<file path="src/rtl/uart_tx_arbiter.sv">
`default_nettype none
// ============================================================================
// Module      : uart_tx_arbiter
// Description : Round-robin, packet-locked arbiter sharing one UART TX byte
//               interface between N_REQ byte-stream requesters.
// Revision    : 1.0 - initial release
// ============================================================================
module uart_tx_arbiter #(
  parameter int N_REQ     = 2,
  parameter int MAX_BURST = 16
) (
  input  logic               clk,
  input  logic               reset_n,
  input  logic [N_REQ-1:0]   req_valid,
  input  logic [8*N_REQ-1:0] req_data,
  input  logic [N_REQ-1:0]   req_last,
  output logic [N_REQ-1:0]   req_ready,
  output logic               tx_valid,
  output logic [7:0]         tx_data,
  input  logic               tx_ready,
  output logic [N_REQ-1:0]   grant,
  output logic               busy
);

  localparam int c_IDX_W = $clog2(N_REQ);
  localparam int c_CNT_W = $clog2(MAX_BURST + 1);

  typedef enum logic [0:0] {
    ST_IDLE  = 1'b0,
    ST_GRANT = 1'b1
  } state_t;

  state_t             r_state;
  logic [c_IDX_W-1:0] r_owner;
  logic [c_IDX_W-1:0] r_ptr;
  logic [c_CNT_W-1:0] r_burst;
  logic [N_REQ-1:0]   r_grant;
  logic               r_busy;

  logic               w_found;
  logic [c_IDX_W-1:0] w_pick;
  logic [c_IDX_W-1:0] w_cand;
  logic [N_REQ-1:0]   w_pick_oh;
  logic [c_IDX_W-1:0] w_ptr_next;
  logic               w_xfer;
  logic               w_release;

  // Scan from the far end back towards ptr so the nearest requester wins.
  always_comb begin
    w_found = 1'b0;
    w_pick  = '0;
    w_cand  = '0;
    for (int k = N_REQ - 1; k >= 0; k--) begin
      if (int'(r_ptr) + k >= N_REQ) begin
        w_cand = c_IDX_W'(int'(r_ptr) + k - N_REQ);
      end else begin
        w_cand = c_IDX_W'(int'(r_ptr) + k);
      end
      if (req_valid[w_cand]) begin
        w_found = 1'b1;
        w_pick  = w_cand;
      end
    end
  end

  assign w_pick_oh  = {{(N_REQ-1){1'b0}}, 1'b1} << w_pick;
  assign w_ptr_next = (r_owner == c_IDX_W'(N_REQ - 1)) ? '0 : r_owner + 1'b1;

  assign tx_valid  = r_busy & req_valid[r_owner];
  assign tx_data   = req_data[{r_owner, 3'b000} +: 8];
  assign req_ready = r_grant & {N_REQ{r_busy & tx_ready}};
  assign grant     = r_grant;
  assign busy      = r_busy;

  assign w_xfer    = tx_valid & tx_ready;
  assign w_release = w_xfer & (req_last[r_owner] | (r_burst == c_CNT_W'(MAX_BURST - 1)));

  always_ff @(posedge clk or negedge reset_n) begin
    if (!reset_n) begin
      r_state <= ST_IDLE;
      r_owner <= '0;
      r_ptr   <= '0;
      r_burst <= '0;
      r_grant <= '0;
      r_busy  <= 1'b0;
    end else begin
      case (r_state)
        ST_IDLE: begin
          if (w_found) begin
            r_state <= ST_GRANT;
            r_owner <= w_pick;
            r_grant <= w_pick_oh;
            r_busy  <= 1'b1;
            r_burst <= '0;
          end
        end
        ST_GRANT: begin
          if (w_release) begin
            r_state <= ST_IDLE;
            r_grant <= '0;
            r_busy  <= 1'b0;
            r_ptr   <= w_ptr_next;
            r_burst <= '0;
          end else if (w_xfer) begin
            r_burst <= r_burst + 1'b1;
          end
        end
        default: begin
          r_state <= ST_IDLE;
          r_grant <= '0;
          r_busy  <= 1'b0;
        end
      endcase
    end
  end

endmodule
`default_nettype wire
</file>
<file path="config.mk">
export PLATFORM = sky130hd
export DESIGN_NAME = uart_tx_arbiter
export DESIGN_NICKNAME = d
export VERILOG_FILES = /design/src/rtl/uart_tx_arbiter.sv
export SDC_FILE = /design/constraint.sdc
export NUM_CORES = 1
export LEC_CHECK = 0
export ABC_AREA = 1
export ABC_CLOCK_PERIOD_IN_PS = 2450
export CORE_MARGIN = 3
export CORE_UTILIZATION = 30
export DETAILED_ROUTE_END_ITERATION = 16
export GPL_TIMING_DRIVEN = 0
export PLACE_DENSITY = 0.65
export SLEW_MARGIN = 20
export SYNTH_ARGS = -nofsm -noshare
export SYNTH_HDL_FRONTEND = slang
export SYNTH_SLANG_ARGS = --single-unit
</file>
<file path="constraint.sdc">
create_clock -name clk -period 2.45 [get_ports clk]
set_clock_uncertainty 0.15 [all_clocks]
set_input_delay 0.49 -clock clk [delete_from_list [all_inputs] [get_ports clk]]
set_output_delay 0.49 -clock clk [all_outputs]
set_load 0.01 [all_outputs]
</file>
# Word-level counts from Yosys, hierarchy flattened
# Index checks and enable logic that the tools add are counted.
# op_classes
mux	28
n_shift	2
n_bitwise	7
addsub	5
n_eq_ne	4
reduce_logical	4
magnitude_cmp	5
# op_table
cell	n
1-bit 2-to-1 mux	19
16-bit by 5-bit variable part select with 8-bit output	1
5-bit 2-to-1 mux	3
5-bit case mux with 2 select lines	1
2-bit AND reduction	4
1-bit by 2-bit less-than comparator with 1-bit output (second input constant)	3
5-bit by 1-bit adder with 5-bit output (second input constant)	1
5-bit by 4-bit == test with 1-bit output (second input constant)	1
1-bit bitwise AND	4
2-bit 2-to-1 mux	2
1-bit case mux with 2 select lines	2
2-bit case mux with 2 select lines	1
3-bit by 1-bit inequality test with 1-bit output (second input constant)	1
1-bit by 1-bit adder with 2-bit output (second input constant)	1
2-bit bitwise AND	1
1-bit by 2-bit >= comparator with 1-bit output (second input constant)	1
2-bit >= comparator (second input constant)	1
2-bit by 1-bit inequality test with 1-bit output (second input constant)	1
2-bit inequality test (second input constant)	1
1-bit by 1-bit << shifter with 2-bit output (first input constant)	1
1-bit subtractor (second input constant)	2
1-bit adder (second input constant)	1
1-bit inverter	1
1-bit OR	1
# word_totals
register_bits	11
elab_cells	61
out_inout_bits	14

# Depth between registers and ports, before layout
# logic_depth
ltp_word	10
depth_mapped	11

# Worst setup path before layout
# Ideal clock, no wire load.
# synth_timing
path_type	reg2reg
start	reg r_burst[0]
end	reg r_ptr
period_less_slack_ns	1.626
setup_slack_ns	0.824
path_stages_with_launch	12
setup_ns	0.118
path_buffers	0
arrival_ns	1.359
required_time_ns	2.182
path_cell_list	dfrtp_1 ha_1 nand2_1 nor2_1 ha_1 inv_1 nand2_1 nor2_8 nor2_8 nand2_4 nand2_1 o21ai_2
# synth_via
elab_chain_len	4
# synth_lines
element	line_no	source
from (decl)	36	logic [c_CNT_W-1:0] r_burst;
from (signal assigned)	105	r_burst <= r_burst + 1'b1;
5-bit by 4-bit == test with 1-bit output	76	assign w_release = w_xfer & (req_last[r_owner] | (r_burst == c_CNT_W'(MAX_BURST - 1)));
1-bit OR	76	
1-bit bitwise AND	76	
2-bit AND reduction (no line)	n/a	
to (signal assigned)	102	r_ptr <= w_ptr_next;
to (decl)	35	logic [c_IDX_W-1:0] r_ptr;
# Every way passes these cells.
# A chain may end at the register's enable or synchronous reset.

# Final worst setup path
# layout_timing
start	in tx_ready
end	out req_ready[0]
# layout_via
elab_chain_len	2
# layout_lines
element	line_no	source
from (decl)	20	input logic tx_ready,
1-bit bitwise AND	71	assign req_ready = r_grant & {N_REQ{r_busy & tx_ready}};
2-bit bitwise AND	71	
to (decl)	17	output logic [N_REQ-1:0] req_ready,
# Every way passes these cells.

==> impl_results.md <==
* Share of synthesized area occupied by flip-flops and latches at 0.3560
* Number of core rows at 17
* Initial antenna violation count at 0
* Latest clock arrival within the worst-skew pair at 0.27 ns
* Number of distinct library cell variants in the gate-level netlist after synthesis at 22
* GR Overflow Total at 0
* Max-cap check violation count at 0
* Vias at 740
* Critical path endpoint category: output pin
* Top fanout value on the critical path at 4
* CTS root buf: sky130_fd_sc_hd__clkbuf_4
* Standard cell core area at 0.002318 mm^2
* Worst R2R End: r_ptr$_DFFE_PN0P_
* Worst relative slew slack at 0.6427
* Level count of the clock H-tree at 1
* Fraction of the core area covered by cells at the end of the flow at 0.5148
* Count of unresolved DRC violations after routing at 0
* Post-detail-place hpwl at between 1500 and 2000 um
* Highest-count cells in the layout ignoring fill and taps: sky130_fd_sc_hd__nand2_1, sky130_fd_sc_hd__clkdlybuf4s50_1, sky130_fd_sc_hd__dfrtp_1
* Number of clock sinks at 11
* Number of warnings reported in the yosys synthesis log at 0
* TritonCTS Buffers at 3
* Setup CP Type: input port to output pin
* Final-stage net count at roughly 170
* Average size of a mapped cell at 7.811 um^2
* Initial standard-cell utilization of the core at 0.3335
* Final setup violation count at 0
* Share of the cycle needed by the critical path after routing at 0.9756
* Critical path data required time at 1.81 ns
* Chip width at 56.77 um
* N_diodes at 0
* Yosys reg bits at 11
* Worst R2R Path Depth at 11
* Via-to-Cell Ratio at 4.431
* Post-Syn Nets at 124
* Synthesized instance count at just under 100
* Most common library cell in the layout ignoring fill and taps: sky130_fd_sc_hd__nand2_1
* Placement-stage cell area at 0.001169 mm^2
* Origin of the critical flop-to-flop path: r_burst[0]$_DFFE_PN0P_
* Max VDD drop at approximately 0.00046 V
* Full die area at 0.003223 mm^2
* Global-route usage over all layers at 0.1286
* Max frequency at about 420 MHz
* Wire length per cell at 11.07 um
* CTS clock-pin slew for the worst setup and hold paths at 0.07 ns
* DRC marker count from the first detailed-route iteration at 8
* Kind of launch point of the worst setup path: input port
* Data arrival at the endpoint of the critical path at 1.75 ns
* Largest stage delay, worst path at 0.55 ns
* Max-slew violation total from the final report at 0
* Total of hold buffers inserted after clock tree synthesis at 0
* Total iterations of the first detailed-routing run at 3
* Post-synthesis to final-layout area growth at 54.37%
* Power density relative to cell area at 931.8 mW/mm^2
* Cell seen most often among critical-path stages: sky130_fd_sc_hd__clkdlybuf4s50_1
* Worst Min Path Start: r_ptr$_DFFE_PN0P_
* Number of nets still failing antenna checks after routing at 0
* Final Routed Wirelength at 1848 um
* CTS tree: built
* Die span in y at 56.77 um
* Worst min-delay path category: flip-flop to flip-flop
* Global-route wire length before repair at approximately 3200 um
* Critical path cell sequence: clkdlybuf4s50_1 > and3_1 > clkdlybuf4s50_1
* Largest buffer count on any clock path at 2
* Number of placed I/O pins at 37
* Fill cell total of the finished layout at 231
* Global placer's final weighted congestion at 0.7832
* Number of hold-slack violations in the final timing report at 0
* Finished Cell Area at 0.001194 mm^2
* Min-Delay Endpoint: r_ptr$_DFFE_PN0P_
* Period minus WS final at between 2 and 2.5 ns
* Slew at the pin closest to its max-slew limit at between 0.5 and 0.6 ns
* Netlist Area Pre-Place at between 700 and 800 um^2
* Cell with the largest stage delay on the worst path: sky130_fd_sc_hd__clkdlybuf4s50_1
* Leakage at around 0.00059 uW
* Maximum number of pins on one net before global-route repair at 12
* Result of the run: completed
* Register-to-register setup slack at 0.69 ns
* Fraction of final layout cells sized beyond drive strength 1 at 0.1511
* RSZ-0062 raised after global routing: no
* Via count of the first global-routing pass at 771
* Worst Hold Path Cells at 2
* Port buffer count at 36
==> report_power, final <==
group          switching [uW]  internal (uW)  leakage (uW)
sequential               74.9            249      0.000139
clock                    61.5           63.0     0.0000150
combinational             345            319      0.000436
==> cell usage after synthesis <==
library cell / count / area, um^2
sky130_fd_sc_hd__o21ai_2: 5 / 43.79
sky130_fd_sc_hd__nand2_2: 1 / 6.260
sky130_fd_sc_hd__nor2_2: 1 / 6.260
sky130_fd_sc_hd__dfrtp_1: 11 / 275.3
sky130_fd_sc_hd__xor2_1: 1 / 8.760
sky130_fd_sc_hd__nor2_1: 1 / 3.750
sky130_fd_sc_hd__nand4_1: 1 / 6.260
sky130_fd_sc_hd__nand3_4: 1 / 17.52
sky130_fd_sc_hd__nand3_1: 6 / 30.03
sky130_fd_sc_hd__inv_2: 2 / 7.510
sky130_fd_sc_hd__nand2_1: 44 / 165.2
sky130_fd_sc_hd__a21oi_1: 1 / 5.000
sky130_fd_sc_hd__inv_1: 9 / 33.78
sky130_fd_sc_hd__nor2_4: 2 / 22.52
sky130_fd_sc_hd__o21ai_1: 1 / 5.000
sky130_fd_sc_hd__and3_1: 2 / 12.51
sky130_fd_sc_hd__ha_1: 2 / 25.02
sky130_fd_sc_hd__o21ai_0: 1 / 5.000
sky130_fd_sc_hd__buf_6: 1 / 11.26
sky130_fd_sc_hd__xnor2_1: 1 / 8.760
sky130_fd_sc_hd__nand2_4: 3 / 33.78
sky130_fd_sc_hd__nor2_8: 2 / 40.04
==> how the worst max path moves through the flow <==
| stage | endpoint | cells after the start | from |
|---|---|---|---|
| 2_1_floorplan | r_ptr$_DFFE_PN0P_ | 11 | r_burst[0]$_DFFE_PN0P_ |
| 3_3_place_gp | tx_valid | 4 | req_valid[1] |
| 3_5_place_dp | tx_valid | 4 | req_valid[1] |
| 4_1_cts | req_ready[0] | 3 | tx_ready |
| 5_1_grt | req_ready[1] | 3 | tx_ready |
| 6_report | req_ready[0] | 3 | tx_ready |
==> metrics by stage <==
stage | setup TNS [ns] | instances | setup WS, ns | hold slack (ns) | total power, uW
after floorplan | 0 | 99 | 0.8238 | 0.04441 | 710.5
after detailed placement | -0.07953 | 163 | -0.07953 | 0.3211 | 1011
after global routing | 0 | 167 | 0.02797 | 0.3706 | 1214
final | 0 | 167 | 0.05984 | 0.3325 | 1112
after CTS | 0 | 167 | 0.05640 | 0.3370 | 1134
after global placement | -0.06871 | 163 | -0.06871 | 0.3137 | 993.9
==> sequential cells by signal, indices dropped and copies added (netlist names) <==
name     cells
busy         1
grant        2
r_burst      5
r_owner      1
r_ptr        1
r_state      1
==> critical path, delay by kind of cell <==
family,cells,cell delay (ns)
buffers and inverters,2,1.08
and+or+nand+nor,1,0.17
==> cell type report <==
type	instances	area [um^2]	share of cell area
multi-input combinational	76	445.4	0.3732
timing repair buffer	36	359.1	0.3008
sequential	11	275.3	0.2306
inverter	11	41.29	0.03459
tap	28	35.03	0.02935
clock buffer	4	26.28	0.02201
buffer	1	11.26	0.009434
==> repair_timing <==
action | CTS | global route
gates resized for setup | 1 | 0
endpoints found under the setup margin | 1 | 0
buffers inserted | 0 | 0
==> per-layer routing <==
| layer | global-route usage | wire [um] | up-vias |
|---|---|---|---|
| li1 | - | - | 389 |
| met1 | 0.1395 | 743 | 317 |
| met2 | 0.2079 | 874 | 30 |
| met3 | 0.06667 | 198 | 4 |
| met4 | 0.05629 | 31 | 0 |
| met5 | 0 | 0 | - |
==> cell families (layout without fill, tap and decap cells) <==
kind of cell	count (synthesis)	after routing	synth area share
xor+xnor	2	2	0.02266
flops	11	11	0.3560
simple gates	64	64	0.4450
compound gates	8	8	0.07603
buf+inv	12	52	0.06796
fa+ha+maj	2	2	0.03236
Power figures use the tool's default switching activity.
==> edit 1, RTL diff (same flow settings) <==
Reset style: synchronous (`reset_n`), changed in one clocked block.
--- a/src/rtl/uart_tx_arbiter.sv
+++ b/src/rtl/uart_tx_arbiter.sv
@@ -75,7 +75,7 @@
   assign w_xfer    = tx_valid & tx_ready;
   assign w_release = w_xfer & (req_last[r_owner] | (r_burst == c_CNT_W'(MAX_BURST - 1)));
 
-  always_ff @(posedge clk or negedge reset_n) begin
+  always_ff @(posedge clk) begin
     if (!reset_n) begin
       r_state <= ST_IDLE;
       r_owner <= '0;
Formal check against the unedited RTL: differs if reset_n is asserted again (counterexample within 4 cycles, from zero or initial values and one cycle with reset_n low); with reset_n held inactive, the same outputs for 10 cycles.
==> edit 1 against the original RTL <==
Design area decreased by 8.3%; area after synthesis is 13% lower; count of clock-buffer cells in the layout stayed put; sequential cell count unchanged; worst setup slack about the same; fmax barely moved; critical path depth is the same; routed wire length is 1.5% higher; sequential share of layout area shrank 2.9 points; hold slack worse by 12 ps; via count is 9.5% higher; utilization grew 2.1 points; largest cell class unchanged.
Power is not compared: it rests on default switching activity, and its combinational part moved more than twofold at a synthesized area within 25%.
==> edit 1: results (changes against the original RTL) <==
[outcome]
status = finished clean

[setup_path]
crit_end = req_ready[1]
startpoint = tx_ready
reg2reg_to = grant[0]$_SDFFE_PN0P_
crit_arrival_ps = 1750  ; about the same
r2r_slack_ps = 770  ; +80 ps
path_max_fanout = 4  ; unchanged
reg2reg_from = r_burst[0]$_SDFFE_PN0P_
r2r_cells = 9  ; -2

[sta]
worst_slack_ps = 59.9  ; +0.104 ps
tightest_slew_ps = 289  ; -245 ps

[clock_network]
insertion_delay_ps = 270  ; about the same
cts_resized = 0  ; -1
htreeDepth = 1  ; unchanged
clockBufferDepth = 2  ; unchanged

[final_layout]
drive_gt1_frac = 0.0959  ; -0.0552
syn_to_final_growth_pct = 63.2
fill_cells = 219  ; -5.2%
nNetsFinal = 172  ; +4.2%

[drt]
wirelength_um = 1880  ; +1.5%
wl_per_cell_um = 10.8  ; -2.0%
drtIter0Drc = 14  ; +6
met3_length_um = 230  ; +16%
vias_per_cell = 4.68  ; +5.7%
wl_met2_um = 835  ; -4.5%
firstDrtPassIters = 4  ; +1
wl_met1_um = 772  ; +3.9%

[synth]
async_flop_share = 0  ; -1.00
synthesis.nets = 131  ; +5.6%
synth_area_leaders = dfxtp_1 33%, nand2_1 23%, a21oi_1 6.7%, nand3_1 6.0%, inv_1 5.6%
synth-seq-area-share = 0.328  ; -0.0276
synth_flop_cell = dfxtp_1
yosysUniqueCellTypes = 19  ; -14%
avgSynthCellArea_um2 = 6.33  ; -19%
synth_common_cells = 41 x nand2_1, 11 x dfxtp_1, 10 x inv_1

[global_routing]
grt_max_degree = 11  ; -1
met3_usage = 0.0394  ; -0.0272
first_global_vias = 768  ; -0.39%
met1_usage = 0.155  ; +0.0154
grt_pass1_wl_um = 3040  ; -6.2%
grtUsageMet2 = 0.251  ; +0.0431
grt_usage = 0.147  ; +0.0188

[placed_design]
dp_hpwl_um = 1480  ; -6.8%
place_ws_ps = 3.47  ; +83.0 ps
dpl-instance-area_mm2 = 0.00106  ; -8.9%
gp_congestion = 0.827  ; +5.6%

[pwr]
ir_drop_mv = 0.292
powerComb_mw = 0.145

edit 1: cell count changes after synthesis, moves of 2 or more:
cell / delta
nor2_1: +6
dfrtp_1: -11
nand2_1: -3
a21oi_1: +8
dfxtp_1: +11
nor2_8: -2
nand2_4: -3
o21ai_2: -4
nand3_1: +2
nand2_2: +2
edit 1: area by class of cell:
cell class	count	area share
Buffer	1	0.00457
Clock buffer	4	0.0240
Inverter	13	0.0446
Multi-Input combinational cell	81	0.363
Sequential cell	11	0.201
Tap cell	27	0.0309
Timing Repair Buffer	36	0.331
edit 1: critical path: stages:
cell             delay, ps
clkdlybuf4s50_1        550
and3_1                 180
clkdlybuf4s50_1        540
edit 1: kinds of logic (layout without fill, tap and decap cells):
logic type	count (synthesis)	in the layout	synth area share
compound gates	13	13	0.106
xor+xnor	1	1	0.0131
fa+ha+maj	2	2	0.0373
buf+inv	14	54	0.0784
flops	11	11	0.328
simple gates	65	65	0.437
edit 1: worst min path at each step:
stage / end / slack [ps] / from / cells after the start
6_report: r_burst[4]$_SDFFE_PN0P_ / 320 / r_burst[4]$_SDFFE_PN0P_ / 2
5_1_grt: r_burst[3]$_SDFFE_PN0P_ / 360 / r_burst[3]$_SDFFE_PN0P_ / 2
4_1_cts: r_burst[4]$_SDFFE_PN0P_ / 320 / r_burst[4]$_SDFFE_PN0P_ / 2
3_5_place_dp: r_burst[4]$_SDFFE_PN0P_ / 310 / r_burst[4]$_SDFFE_PN0P_ / 2
3_3_place_gp: r_burst[3]$_SDFFE_PN0P_ / 300 / r_burst[3]$_SDFFE_PN0P_ / 2
2_1_floorplan: r_burst[3]$_SDFFE_PN0P_ / 290 / r_burst[3]$_SDFFE_PN0P_ / 2
==> edit 2, RTL diff (same settings) <==
Made on the original files. The parameter `MAX_BURST` goes from 16 to 8.
--- a/src/rtl/uart_tx_arbiter.sv
+++ b/src/rtl/uart_tx_arbiter.sv
@@ -7,7 +7,7 @@
 // ============================================================================
 module uart_tx_arbiter #(
   parameter int N_REQ     = 2,
-  parameter int MAX_BURST = 16
+  parameter int MAX_BURST = 8
 ) (
   input  logic               clk,
   input  logic               reset_n,
Check against the original RTL: not equivalent (a bounded check fails within 10 cycles, from zero or initial values and one cycle with reset_n low).
==> edit 2 against the original RTL <==
Sequential share of layout area hardly changed; largest cell class unchanged; final cell count fell by 4.8%; routed wire length decreased by 7.7%; design area down 9.0%; first-iteration DRC count increased by 50%; area after synthesis shrank 13%; worst setup slack gained 31 ps; sequential cell count decreased by 1; utilization increased by 1.7 points.
Power is not compared: it rests on default switching activity, and its combinational part moved more than twofold at a synthesized area within 25%.
==> edit 2: results (changes against the original RTL) <==
[synth]
synth_flop_cell = dfrtp_1
synthesis.nets = 117  ; -5.6%
avgSynthCellArea_um2 = 7.22  ; -7.5%
synth_area_leaders = dfrtp_1 37%, nand2_1 26%, nand3_1 6.7%, nor2_4 3.4%, nor2_8 3.0%
ys_warn_count = 0  ; unchanged
synth-seq-area-share = 0.372  ; +0.0165
yosysUniqueCellTypes = 19  ; -14%
async_flop_share = 1.00  ; unchanged
synth_common_cells = 46 x nand2_1, 10 x dfrtp_1, 9 x nand3_1

[drt]
wirelength_um = 1710  ; -7.7%
firstDrtPassIters = 4  ; +1
antenna_left = 0  ; unchanged
routed-via-count = 703  ; -5.0%
vias_per_cell = 4.42  ; -0.22%
drtIter0Drc = 12  ; +4

[placed_design]
dpl-instance-area_mm2 = 0.00107  ; -8.8%
place_inst = 156  ; -4.3%
port_buffers = 36  ; unchanged
gp_congestion = 0.761  ; -2.9%
place_ws_ps = -26.7  ; +52.8 ps
dp_hpwl_um = 1340  ; -16%

[global_routing]
first_global_vias = 666  ; -14%
grt_pass1_wl_um = 2840  ; -12%
antenna_found_initial = 0  ; unchanged
grt_usage = 0.134  ; +0.00498
grt_max_degree = 11  ; -1

[sta]
tightest_slew_ps = 455  ; -79.4 ps
fmaxAchievable_mhz = 424  ; +1.3%
fin_hold_ws_ps = 352  ; +19.9 ps

[pwr]
ir_drop_mv = 0.367
leakagePower_nw = 0.540

[setup_path]
critical-path-top-delay-family = buffers and inverters
crit_arrival_ps = 1720  ; -30 ps
r2r_slack_ps = 920  ; +230 ps
path_max_fanout = 4  ; unchanged

[clock_network]
clockBufferDepth = 2  ; unchanged
cts.clk_slew.worst_paths_ps = 60
htreeDepth = 1  ; unchanged
clockRootBuffer = clkbuf_4
insertion_delay_ps = 250  ; -20 ps
cts_buffers = 3  ; unchanged
cts_setup_buffers = 0  ; unchanged

[final_layout]
drive_gt1_frac = 0.129  ; -0.0223
largest_reg_flops = 4  ; -1
fill_cells = 226  ; -2.2%
multiInputGateArea_um2 = 377  ; -15%
n_antenna_cell = 0  ; unchanged

[outcome]
status = finished clean

[edit 2: area by class of cell]
| cell class | count | area share |
|---|---|---|
| Sequential cell | 10 | 0.230 |
| Multi-Input combinational cell | 74 | 0.347 |
| Clock buffer | 3 | 0.0207 |
| Timing Repair Buffer | 36 | 0.329 |
| Tap cell | 27 | 0.0311 |
| Inverter | 7 | 0.0242 |
| Buffer | 2 | 0.0173 |
[edit 2: cell families after synthesis]
group,Yosys count,share of synthesized area
buffers and inverters,9,0.0670
AO/OA/AOI/OAI,4,0.0410
adder cells (fa/ha/maj),1,0.0186
XOR/XNOR,2,0.0261
flip-flops,10,0.372
AND/OR/NAND/NOR,67,0.475
[edit 2: worst register-to-register path, delay by kind of cell (launching register included)]
family                   cells  cell delay, ps
adder cells (fa/ha/maj)      1             210
flip-flops                   1             390
AND/OR/NAND/NOR              7             670
[edit 2: final timing paths]
check | to | start | cells after the start
worst min-delay path | r_ptr$_DFFE_PN0P_ | r_ptr$_DFFE_PN0P_ | 2
worst max-delay path | req_ready[1] | tx_ready | 3
max in group asynchronous | grant[0]$_DFFE_PN0P_ | reset_n | 1
worst max register to register | grant[1]$_DFFE_PN0P_ | r_burst[0]$_DFFE_PN0P_ | 8
min in group asynchronous | r_burst[2]$_DFFE_PN0P_ | reset_n | 1
worst min register to register | r_ptr$_DFFE_PN0P_ | r_ptr$_DFFE_PN0P_ | 2
[edit 2: report_power, final]
group	leakage (nW)	internal [mW]	total, mW	switching, mW
logic	0.397	0.0460	0.0683	0.0223
registers	0.129	0.165	0.165	0
clock network	0.0138	0.0563	0.104	0.0480
total	0.540	0.267	0.338	0.0703
[edit 2: layer usage]
layer	vias to the layer above	global-route usage	part of all wire
met5	-	0	0
met4	0	0.0638	0.012
met3	4	0.0366	0.12
met2	35	0.210	0.39
met1	293	0.166	0.48
li1	371	-	-
[edit 2: what timing repair did]
action / CTS / global route
endpoints found under the setup margin: 1 / 0
gates resized for setup: 2 / 0
hold endpoints to repair: 0 / 0
